## src/rtl/seg_conv_seq.sv

```systemverilog
// Seconds-to-calendar sequencer: one shared restoring divider stepped through five fixed divisors.
// Latency: start accepted at edge T -> done pulse in cycle T+161, ready again at T+162.
// Backpressure: start is honoured only while ready=1; it is ignored (not queued) while busy.
//
// Ports:
//   clk, rst_n          clock (rising edge), asynchronous active-low reset
//   start, in_seg       conversion request and the seconds value captured with it
//   ready, busy, done   idle flag, conversion-in-progress flag, one-cycle result-update pulse
//   anos..segundos      calendar breakdown, held until the next done pulse
module seg_conv_seq #(
   parameter int W        = 32,
   parameter int SEG_ANO  = 31536000,
   parameter int SEG_MES  = 2592000,
   parameter int SEG_DIA  = 86400,
   parameter int SEG_HORA = 3600,
   parameter int SEG_MIN  = 60
) (
   input  logic         clk,
   input  logic         rst_n,
   input  logic         start,
   input  logic [W-1:0] in_seg,
   output logic         ready,
   output logic         busy,
   output logic         done,
   output logic [7:0]   anos,
   output logic [3:0]   mes,
   output logic [4:0]   dias,
   output logic [4:0]   horas,
   output logic [5:0]   minutos,
   output logic [5:0]   segundos
);

   localparam int CW = $clog2(W);

   localparam logic [1:0] S_IDLE = 2'd0;
   localparam logic [1:0] S_DIV  = 2'd1;
   localparam logic [1:0] S_DONE = 2'd2;

   logic [1:0]    state;
   logic [2:0]    stage;
   logic [CW-1:0] bit_cnt;
   logic [W-1:0]  dividend;   // remainder of the previous stage, shifted out MSB first
   logic [W-1:0]  partial;
   logic [W-1:0]  quotient;

   // Quotients of the first four stages wait here so all outputs switch together.
   logic [7:0]    sh_anos;
   logic [3:0]    sh_mes;
   logic [4:0]    sh_dias;
   logic [4:0]    sh_horas;

   logic [W-1:0]  divisor;
   logic [W:0]    trial;
   logic [W:0]    diff;
   logic          take;
   logic [W-1:0]  part_next;
   logic [W-1:0]  q_next;
   logic          last_bit;

   always_comb begin
      divisor = W'(SEG_MIN);
      case (stage)
         3'd0:    divisor = W'(SEG_ANO);
         3'd1:    divisor = W'(SEG_MES);
         3'd2:    divisor = W'(SEG_DIA);
         3'd3:    divisor = W'(SEG_HORA);
         default: divisor = W'(SEG_MIN);
      endcase
   end

   // Trial subtraction one bit wider than the datapath: the top bit of the
   // difference is the borrow, so "no borrow" means partial >= divisor.
   always_comb begin
      trial     = {partial, dividend[W-1]};
      diff      = trial - {1'b0, divisor};
      take      = ~diff[W];
      part_next = take ? diff[W-1:0] : trial[W-1:0];
      q_next    = {quotient[W-2:0], take};
      last_bit  = (bit_cnt == CW'(W-1));
   end

   assign ready = (state == S_IDLE);
   assign busy  = (state == S_DIV) || (state == S_DONE);
   assign done  = (state == S_DONE);

   always_ff @(posedge clk or negedge rst_n) begin
      if (!rst_n) begin
         state    <= S_IDLE;
         stage    <= '0;
         bit_cnt  <= '0;
         dividend <= '0;
         partial  <= '0;
         quotient <= '0;
         sh_anos  <= '0;
         sh_mes   <= '0;
         sh_dias  <= '0;
         sh_horas <= '0;
         anos     <= '0;
         mes      <= '0;
         dias     <= '0;
         horas    <= '0;
         minutos  <= '0;
         segundos <= '0;
      end else begin
         case (state)
            S_IDLE: begin
               if (start) begin
                  dividend <= in_seg;
                  partial  <= '0;
                  quotient <= '0;
                  bit_cnt  <= '0;
                  stage    <= '0;
                  state    <= S_DIV;
               end
            end

            S_DIV: begin
               if (!last_bit) begin
                  partial  <= part_next;
                  quotient <= q_next;
                  dividend <= {dividend[W-2:0], 1'b0};
                  bit_cnt  <= bit_cnt + 1'b1;
               end else begin
                  // Stage complete: the remainder becomes the next stage's dividend.
                  partial  <= '0;
                  quotient <= '0;
                  dividend <= part_next;
                  bit_cnt  <= '0;
                  case (stage)
                     3'd0: sh_anos  <= q_next[7:0];
                     3'd1: sh_mes   <= q_next[3:0];
                     3'd2: sh_dias  <= q_next[4:0];
                     3'd3: sh_horas <= q_next[4:0];
                     default: begin
                        // Outputs land on this edge so they are valid during the done cycle.
                        anos     <= sh_anos;
                        mes      <= sh_mes;
                        dias     <= sh_dias;
                        horas    <= sh_horas;
                        minutos  <= q_next[5:0];
                        segundos <= part_next[5:0];
                     end
                  endcase
                  if (stage == 3'd4) begin
                     stage <= '0;
                     state <= S_DONE;
                  end else begin
                     stage <= stage + 1'b1;
                  end
               end
            end

            S_DONE: state <= S_IDLE;

            default: state <= S_IDLE;
         endcase
      end
   end

endmodule

```

## config.mk

```make
export PLATFORM = sky130hd
export DESIGN_NAME = seg_conv_seq
export DESIGN_NICKNAME = d
export VERILOG_FILES = /design/src/rtl/seg_conv_seq.sv
export SDC_FILE = /design/constraint.sdc
export NUM_CORES = 1
export LEC_CHECK = 0
export CAP_MARGIN = 5
export CORE_MARGIN = 10
export CORE_UTILIZATION = 50
export DETAILED_ROUTE_END_ITERATION = 8
export GPL_ROUTABILITY_DRIVEN = 0
export PLACE_DENSITY = 0.71
export SLEW_MARGIN = 20
export SYNTH_ARGS = -nofsm -noshare
export SYNTH_HDL_FRONTEND = slang
export SYNTH_SLANG_ARGS = --single-unit
```

## constraint.sdc

```tcl
create_clock -name clk -period 5.9 [get_ports clk]
set_clock_uncertainty 0.15 [all_clocks]
set_input_delay 1.77 -clock clk [delete_from_list [all_inputs] [get_ports clk]]
set_output_delay 1.77 -clock clk [all_outputs]
set_load 0.05 [all_outputs]
```

==> impl_metrics.ini <==
[logic_synthesis]
synth.most_common_cell = dfrtp_1
yosysSeqAreaShare_pct = 45.9
netlist.area_leader.share_pct = 45.9
yosysTopAreaCell = dfrtp_1
synthTopCellsByArea = dfrtp_1, mux2_2, ha_1
synth_area_um2 = 7460
avgSynthCellArea_um2 = 10.1
async_flop_share_pct = 100
synth-seq-cells = 137
netlist_top_cells_count = dfrtp_1, nand2_1, o21ai_0
synth-edff-count = 0
ys.flop_type = dfrtp_1
syn_inst = 737
synth_cell_types = 70
yosysWarningCount = 0
syn-num-nets = 802

[worst_setup_path]
crit_chain = clkinv_1 > ha_1 > or4_4 > and2_1 > inv_1 > ha_1 > inv_1 > fa_1 > a21o_1 > a311oi_1 > o31ai_2 > nand4_1 > nand3_1 > nor2_2 > buf_4 > nand4_1 > mux2i_1 > a211oi_1
critPathMaxFanout = 11
end_kind = flip-flop
crit_type = flip-flop to flip-flop
max_stage_delay_ns = 0.58
worst_ep_arrival_time_ns = 5.44
slowest_stage = nor2_2
crit_path_start_kind = flip-flop
cp.required_ns = 6.07

[floorplanning]
chipWidth_um = 142
io_pins = 72
row_count = 44
die-height_um = 142
core_area_um2 = 14600
start_util_pct = 51.1
dieArea_um2 = 20200

[detailed_routing]
drc_errors = 0
wl_met1_mm = 8.47
wl_per_cell_um = 19.8
top_layer = met4
drtAntennaViolNets = 0
dr.pass1.iters = 5
drt-initial-drc-count = 491
routed_wirelength_mm = 19.6
wl_met2_mm = 9.38
wl_met3_mm = 1.20
avgViaCountPerCell = 6.03
vias = 5975

[layout]
stdcell_area_um2 = 8860
syn_to_final_growth_pct = 18.8
final_nets = 859
diodes = 0
fill_cells = 1220
drive_gt1_share_pct = 14.0
final_util_pct = 60.8

[pwr]
switching_power_mw = 0.444
power_mw = 1.98
combPwrFrac_pct = 2.2
switching_share_pct = 22.4
ir_drop_mv = 0.197
powerDensity_nw_per_um2 = 224
clockPowerShare_pct = 50.4
p_leak_nw = 4.03
p_seq_share_pct = 47.4
intPower_mw = 1.54

[clock_network]
ctsResizeCount = 0
h-tree-depth = 4
cts_tree = done
cts.sinks = 137
insertion_delay_ns = 0.43
cts_root_buf = clkbuf_16
path_clk_slew_ns = 0.06
clk_path_buf_depth = 2
postCtsSetupBuffers = 0
numCtsBuffers = 17
ctsHoldBuffers = 0

[sta]
max_freq_mhz = 190
slew-limit-headroom_pct = 22.5
finalCriticalPeriod_ns = 5.27
rsz0062_at_grt = false
finalCritPeriodShare_pct = 89.3
tns_ns = 0
worst_slew_pin_slew_ns = 1.16
hold_ws_ns = 0.332
hold_viol = 0
setup_viol = 0
drv_slew = 0

[grt]
grt_pass1_vias = 6176
grt_max_degree = 104
grt_pass1_wl_mm = 33.0
grt_usage_pct = 20.2
antenna_found_initial = 0
grt-ovfl-total = 0

[min_path]
min_path_type = flip-flop to flip-flop

[place]
placedInstanceArea_um2 = 8310
dp_hpwl_mm = 14.1
io_buffers = 71

[outcome]
status = complete, no violations

[job]
maxCapViolCount = 0
-- layer usage --
| layer | global-route usage, % | up-vias |
|---|---|---|
| li1 | - | 2812 |
| met1 | 25.9 | 2936 |
| met2 | 32.6 | 186 |
| met3 | 4.57 | 41 |
| met4 | 7.91 | 0 |
| met5 | 0 | - |
-- critical path: cells and delay by family, from the launching register on --
kind / cells / cell delay, ns
simple gates: 6 / 1.87
mux: 1 / 0.16
buf+inv: 4 / 0.75
fa+ha+maj: 3 / 0.88
compound gates: 4 / 0.93
flops: 1 / 0.42
-- sequential cells by signal (all words and copies together) (netlist names) --
register  count
horas         5
quotient      7
state         2
minutos       6
mes           4
sh_horas      5
sh_anos       8
segundos      6
dividend     32
stage         3
dias          5
anos          8
partial      32
bit_cnt       5
sh_dias       5
sh_mes        4
-- layout by cell type, fill, tap and decap left out, drive strengths merged, types with 5 or more instances in the layout --
| cell | count |
|---|---|
| dfrtp | 137 |
| nand2 | 82 |
| o21ai | 75 |
| clkdlybuf4s50 | 70 |
| mux2 | 48 |
| nor2 | 46 |
| a21oi | 41 |
| ha | 29 |
| mux2i | 19 |
| a221oi | 18 |
| clkbuf | 18 |
| xnor2 | 17 |
| a21o | 14 |
| inv | 13 |
| nor3 | 12 |
| nand3 | 11 |
| buf | 11 |
| xor2 | 10 |
| and3 | 9 |
| a22o | 9 |
| o21a | 7 |
| or3 | 7 |
| clkinv | 7 |
| nand2b | 6 |
| nand4 | 6 |
| o21bai | 6 |
| o31ai | 6 |
| a211oi | 5 |
| a31oi | 5 |
-- logic make-up after synthesis --
| family | after synthesis | share of synthesized area, % |
|---|---|---|
| compound gates | 219 | 19.4 |
| simple gates | 201 | 13.2 |
| flops | 137 | 45.9 |
| mux | 67 | 9.79 |
| buf+inv | 54 | 3.09 |
| fa+ha+maj | 32 | 5.42 |
| xor+xnor | 27 | 3.17 |
-- through the flow --
stage | std cells | worst slack (ns)
2_1_floorplan | 737 | 1.34
3_3_place_gp | 959 | 0.887
3_5_place_dp | 959 | 0.674
4_1_cts | 991 | 0.621
5_1_grt | 991 | 0.225
6_report | 991 | 0.631
-- worst paths after layout --
kind | startpoint | end | slack, ns | cells after the start
min in group asynchronous | rst_n | dias[3] | 1.31 | 1
max | stage[2] | dividend[26] | 0.63 | 18
max in group asynchronous | rst_n | partial[5] | 3.25 | 2
min reg2reg | segundos[5] | segundos[5] | 0.33 | 2
max reg2reg | stage[2] | dividend[26] | 0.63 | 18
min | segundos[5] | segundos[5] | 0.33 | 2
-- cell type report --
type,instances,area [um2],area share [%]
Tap cell,184,230,2.60
Sequential cell,137,3430,38.7
Multi-Input combinational cell,546,3820,43.1
Clock inverter,14,124,1.40
Inverter,11,41.3,0.466
Clock buffer,18,429,4.84
Timing Repair Buffer,81,787,8.88
-- power by group through the flow --
| stage | clock, mW | sequential, mW | combinational, mW |
|---|---|---|---|
| after CTS | 1.01 | 0.940 | 0.0451 |
| after global routing | 1.06 | 0.939 | 0.0483 |
| after global placement | 0 | 0.957 | 0.0441 |
| after detailed placement | 0 | 0.957 | 0.0448 |
| after floorplan | 0 | 0.957 | 0.000131 |
| final | 1.00 | 0.940 | 0.0433 |
(Power assumes the default switching activity.)
